## config.mk

```make
export PLATFORM = sky130hd
export DESIGN_NAME = alu_seq
export DESIGN_NICKNAME = d
export VERILOG_FILES = /design/src/rtl/alu_seq.sv
export SDC_FILE = /design/constraint.sdc
export NUM_CORES = 1
export LEC_CHECK = 0
export CORE_UTILIZATION = 56
export DETAILED_ROUTE_END_ITERATION = 6
export PLACE_DENSITY = 0.87
export SLEW_MARGIN = 20
export SYNTH_ARGS = -nofsm -noshare
export SYNTH_HDL_FRONTEND = slang
export SYNTH_SLANG_ARGS = --single-unit
```

## constraint.sdc

```tcl
create_clock -name clk -period 7.2 [get_ports clk]
set_input_delay 1.44 -clock clk [delete_from_list [all_inputs] [get_ports clk]]
set_output_delay 1.44 -clock clk [all_outputs]
set_load 0.02 [all_outputs]
```

## src/rtl/alu_seq.sv

```systemverilog
// Handshaked ALU: single-cycle ops registered at the accept edge, plus an
// iterative shift-add multiply that stalls the issue side while it runs.
module alu_seq #(
  parameter int WIDTH = 32
) (
  input  logic             clk,
  input  logic             rst,
  input  logic             in_valid,
  output logic             in_ready,
  input  logic [3:0]       aluop,
  input  logic [WIDTH-1:0] data1,
  input  logic [WIDTH-1:0] data2,
  output logic             out_valid,
  input  logic             out_ready,
  output logic [WIDTH-1:0] result,
  output logic             overflow,
  output logic             busy
);

  localparam int SHW = $clog2(WIDTH);
  localparam logic [SHW:0] CNT_FULL = (SHW+1)'(WIDTH);
  localparam logic [SHW:0] CNT_ONE  = (SHW+1)'(1);

  typedef enum logic [3:0] {
    OP_ADD  = 4'b0000,
    OP_SUB  = 4'b0001,
    OP_AND  = 4'b0010,
    OP_OR   = 4'b0011,
    OP_XOR  = 4'b0100,
    OP_SLT  = 4'b0101,
    OP_LUI  = 4'b0110,
    OP_SLL  = 4'b0111,
    OP_SRL  = 4'b1000,
    OP_SRA  = 4'b1001,
    OP_SLTU = 4'b1010,
    OP_MUL  = 4'b1011
  } op_e;

  typedef enum logic {
    IDLE,
    MUL
  } state_e;

  state_e           state_q;
  logic             out_valid_q;
  logic [WIDTH-1:0] result_q;
  logic             ovf_q;
  logic [WIDTH-1:0] mcand_q;
  logic [WIDTH-1:0] mplier_q;
  logic [WIDTH-1:0] acc_q;
  logic [SHW:0]     cnt_q;

  logic             out_free;
  logic             accept;
  logic [WIDTH-1:0] sum;
  logic [WIDTH-1:0] diff;
  logic [SHW-1:0]   shamt;
  logic [WIDTH-1:0] alu_res_d;
  logic             alu_ovf_d;
  logic [WIDTH-1:0] acc_d;

  assign out_free = !out_valid_q || out_ready;
  assign in_ready = !rst && (state_q == IDLE) && out_free;
  assign accept   = in_valid && in_ready;

  assign sum   = data1 + data2;
  assign diff  = data1 - data2;
  assign shamt = data1[SHW-1:0];
  assign acc_d = mplier_q[0] ? acc_q + mcand_q : acc_q;

  // NOTE: every output of an always_comb gets a default before the case,
  // otherwise an undecoded opcode would infer a latch.
  always_comb begin
    alu_res_d = '0;
    alu_ovf_d = 1'b0;
    case (aluop)
      OP_ADD: begin
        alu_res_d = sum;
        alu_ovf_d = (data1[WIDTH-1] == data2[WIDTH-1]) &&
                    (sum[WIDTH-1] != data1[WIDTH-1]);
      end
      OP_SUB: begin
        alu_res_d = diff;
        alu_ovf_d = (data1[WIDTH-1] != data2[WIDTH-1]) &&
                    (diff[WIDTH-1] != data1[WIDTH-1]);
      end
      OP_AND:  alu_res_d = data1 & data2;
      OP_OR:   alu_res_d = data1 | data2;
      OP_XOR:  alu_res_d = data1 ^ data2;
      // Compare directly rather than via diff's sign so overflow cannot flip it.
      OP_SLT:  alu_res_d = {{(WIDTH-1){1'b0}}, ($signed(data1) < $signed(data2))};
      OP_LUI:  alu_res_d = {data2[WIDTH/2-1:0], {(WIDTH/2){1'b0}}};
      OP_SLL:  alu_res_d = data2 << shamt;
      OP_SRL:  alu_res_d = data2 >> shamt;
      OP_SRA:  alu_res_d = $unsigned($signed(data2) >>> shamt);
      OP_SLTU: alu_res_d = {{(WIDTH-1){1'b0}}, (data1 < data2)};
      default: begin
        alu_res_d = '0;
        alu_ovf_d = 1'b0;
      end
    endcase
  end

  // NOTE: multiplier datapath registers are left out of reset; they are always
  // loaded on entry to MUL and nothing observes them in IDLE.
  // NOTE: non-blocking assignments throughout, so a later assignment in the
  // same edge (loading a new result) overrides the handoff clear above it.
  always_ff @(posedge clk) begin
    if (rst) begin
      state_q     <= IDLE;
      out_valid_q <= 1'b0;
      result_q    <= '0;
      ovf_q       <= 1'b0;
      cnt_q       <= '0;
    end else begin
      if (out_valid_q && out_ready) begin
        out_valid_q <= 1'b0;
      end
      case (state_q)
        IDLE: begin
          if (accept) begin
            if (aluop == OP_MUL) begin
              state_q  <= MUL;
              mcand_q  <= data1;
              mplier_q <= data2;
              acc_q    <= '0;
              cnt_q    <= CNT_FULL;
            end else begin
              result_q    <= alu_res_d;
              ovf_q       <= alu_ovf_d;
              out_valid_q <= 1'b1;
            end
          end
        end
        MUL: begin
          if (cnt_q != '0) begin
            acc_q    <= acc_d;
            mcand_q  <= mcand_q << 1;
            mplier_q <= mplier_q >> 1;
            cnt_q    <= cnt_q - CNT_ONE;
          end
          // Finish on the last step if the output is free, else park at count 0.
          if (out_free && (cnt_q == CNT_ONE || cnt_q == '0)) begin
            result_q    <= (cnt_q == '0) ? acc_q : acc_d;
            ovf_q       <= 1'b0;
            out_valid_q <= 1'b1;
            state_q     <= IDLE;
          end
        end
        default: state_q <= IDLE;
      endcase
    end
  end

  assign out_valid = out_valid_q;
  assign result    = result_q;
  assign overflow  = ovf_q;
  assign busy      = (state_q == MUL);

endmodule

```

==> results.tsv <==
stage	metric	value	unit
cts	H-tree lvl count	4	
synth	Ys Warns	0	
cts	PostCTS Resize Cnt	0	
route	drt drc	0	
critical_path	worst-path cell chain	buf_4, inv_1, ha_1, fa_1, o21bai_1, a2111oi_2, nor4_1, nor3_1, o211ai_1, a211oi_1, o21ai_0, xnor2_1, o22ai_1, o21a_1	
route	Vias	18648	
timing	Max Slew Vio Count	0	
min_path	Hold Crit Depth	2	
critical_path	Max stage delay cell, worst path	nor4_1	
power_and_ir_drop	LEAKAGE	7.228	nW
timing	worst slew pin tran	1.095	ns
synth	Post-synth EDFFs	96	
critical_path	Worst Path Max Fanout	56	
synth	asr flop ratio synth	0	
synth	post-synthesis register bit count	137	
cts	CTS Hold Bufs	0	
power_and_ir_drop	maximum vdd drop	0.0001800	V
cts	clock root cell	clkbuf_16	
critical_path	Arr. time, crit path	5.79	ns
placed_design	number of port buffers	107	
cells_and_area	share of cells above drive strength 1	0.07496	
cts	CTS tree	built	
cells_and_area	Register Area	3707	um^2
cts	worst skew pair latency	0.45	ns
synth	synthesized area	16830	um^2
route	DRT antenna net count	0	
die	Rows	63	
critical_path	family with the most delay on the worst path	compound AO/OA/AOI/OAI gates	
cts	Clock Pin Slew Worst Setup and Hold Paths	0.07	ns
synth	area leader, netlist	edfxtp_1	
die	DIE HEIGHT	175.4	um
route	met1 WL	26920	um
synth	post-synth top area share	0.1713	
cells_and_area	# diodes	0	
timing	final setup skew	0.01400	ns
synth	library cells used by synthesis	86	
critical_path	slowest stage delay, CP	0.76	ns
timing	final setup vio count	0	
timing	Final Hold Viols	0	
cts	Setup Fix Bufs, Post-CTS	0	
timing	crit path time final	5.438	ns
route	Routed WL per cell	26.42	um
synth	Seq/Total Area, Yosys	0.2201	
synth	Most used DFF post-synth	edfxtp_1	
critical_path	Critical Path RT	7.55	ns
critical_path	Crit. End Element	flop	
min_path	Worst Hold End	result[9]	
outcome	status	finished clean	
critical_path	critical path buffer and inverter count	2	
synth	top post-synthesis cells by area	edfxtp_1 17%, ha_1 11%, o21ai_0 6.2%	
route	initial drt markers	2949	
critical_path	Worst R2R Path Depth	13	
placed_design	DP Wirelength	51040	um
synth	Mapped Cells	2208	
timing	FMAX	183.9	MHz
placed_design	GPL Wtd Cong	1.068	
critical_path	Setup CP Type	in -> reg	
die	CORE AREA	29640	um^2
global_routing	initial antenna violation count	1	
critical_path	worst r2r src	mcand_q[0]	
timing	Period Utilization, post-route	0.7553	
route	met2 WL	29720	um
global_routing	first-pass GRT wire length	103500	um
route	drt via density	7.123	
cts	Clock Path Buffers	2	
synth	syn nets	2429	
timing	Setup Total Neg Slack	0	ns
route	final wirelength	69170	um
synth	syn_area_per_cell	7.622	um^2
cts	CTS Sinks	137	
cells_and_area	Fill cells	2654	
min_path	min-delay src	result[9]	
global_routing	vias in the first global route	17146	
cells_and_area	Final #Nets	2436	
die	die width	175.4	um
die	effective utilization at floorplan	0.5678	
critical_path	r2r setup slk	3.03	ns
global_routing	largest net degree at the start of global routing	91	
route	uppermost layer routed	met4	
cells_and_area	area delta synth->final	11.06	%
power_and_ir_drop	Power Total	0.002702	W
die	I/O pins	108	
cells_and_area	Multi-input gate area	12120	um^2
global_routing	gr ovfl total	0	
min_path	Hold Crit Class	reg -> reg	
die	die area	30750	um^2
route	DRT Pass-1 Iters	6	
run	max-cap viol count	0	
critical_path	CP startpoint kind	primary input	
route	DR WL met3	8231	um
global_routing	gr usage total	0.4444	
timing	unrepaired setup endpoints after global routing	no	
timing	max_slew headroom	0.2658	
critical_path	reg2reg end	result[26]	
power_and_ir_drop	PwrDens	144.6	nW/um^2
cts	CTS buffer count	17	
worst max path at each step:
stage                        start    endpoint  slack (ns)  cells past startpoint
after detailed placement  data1[0]   result[0]        1.57                     14
after floorplan                rst    acc_q[0]        1.50                      5
after global placement    data1[0]  result[28]        1.65                     14
after global routing      data1[0]   result[0]        1.76                     14
after CTS                 data1[0]  result[28]        2.01                     14
final                     data1[0]  result[28]        1.76                     14
cell usage in the layout, fill, tap and decap left out, types with 40 or more instances in the layout:
cell / instances
clkdlybuf4s50_1: 100
nor3_1: 44
edfxtp_1: 96
ha_1: 146
nor2_1: 244
nand2_1: 247
dfxtp_1: 40
inv_1: 106
buf_4: 42
o21ai_0: 209
a21oi_1: 181
nand3_1: 42
a211oi_1: 60
mux2i_1: 71
cells in the mapped netlist (15+ instances only):
master    number
nand2_1      247
nor2_1       245
o21ai_0      210
a21oi_1      182
ha_1         146
clkbuf_1     125
inv_1        106
edfxtp_1      96
mux2i_1       71
a211oi_1      60
nor3_1        47
nand3_1       42
dfxtp_1       41
xnor2_1       37
a221oi_1      31
mux4_2        31
o211ai_1      29
o21bai_1      29
a31oi_1       27
mux2_2        26
a21o_1        25
buf_1         20
nand2b_1      20
a22oi_1       18
and3_1        18
or3_1         18
a311oi_1      15
o22ai_1       15
power by group:
group | total [W] | internal [W] | leakage (nW) | switching, W
Clock | 0.000934 | 0.000543 | 0.297 | 0.000391
Sequential | 0.000868 | 0.000855 | 1.21 | 0.0000131
Combinational | 0.000899 | 0.000322 | 5.72 | 0.000577
flip-flops by register name, indices dropped and copies added (netlist names):
register	count
mcand_q	32
result	32
out_valid	1
overflow	1
cnt_q	6
mplier_q	32
busy	1
acc_q	32
worst register-to-register path, delay by kind of cell, from the launching register on:
kind	cells	cell delay, ns
compound gates	7	2.34
fa+ha+maj	2	0.69
buf+inv	1	0.09
flops	1	0.48
simple gates	3	0.47
through the flow:
step                      hold WS [ns]  utilization  setup slack [ns]  cell area, um^2  std cells
after global placement          0.4557       0.6102             1.652            18090       2586
after global routing            0.5160       0.6306             1.764            18690       2618
after detailed placement        0.4806       0.6102             1.568            18090       2586
final                           0.4892       0.6306             1.762            18690       2618
after CTS                       0.4883       0.6306             2.015            18690       2618
after floorplan                 0.5000            -             1.497            16830       2208
kinds of logic (layout without fill, tap and decap cells):
logic type | after synthesis | count (layout) | synth area share
AO/OA/AOI/OAI | 758 | 758 | 0.2891
AND/OR/NAND/NOR | 716 | 716 | 0.1893
buffers and inverters | 270 | 290 | 0.06223
adder cells (fa/ha/maj) | 149 | 149 | 0.1121
flip-flops | 137 | 137 | 0.2201
multiplexers | 128 | 128 | 0.1011
XOR/XNOR | 50 | 50 | 0.02602
area by class of cell:
cell class	instances	area share
inverters	109	0.02189
clock inverters	12	0.007230
clock buffers	20	0.02504
well taps	390	0.02611
multi-input cells	1801	0.6483
flip-flops and latches	137	0.1984
repair buffers	149	0.07311
metal layers:
metal  track usage  up-vias
li1              -     8153
met1        0.5923     8820
met2        0.6677     1395
met3       0.08701      280
met4        0.2605        0
met5             0        -
(Power assumes the default switching activity.)
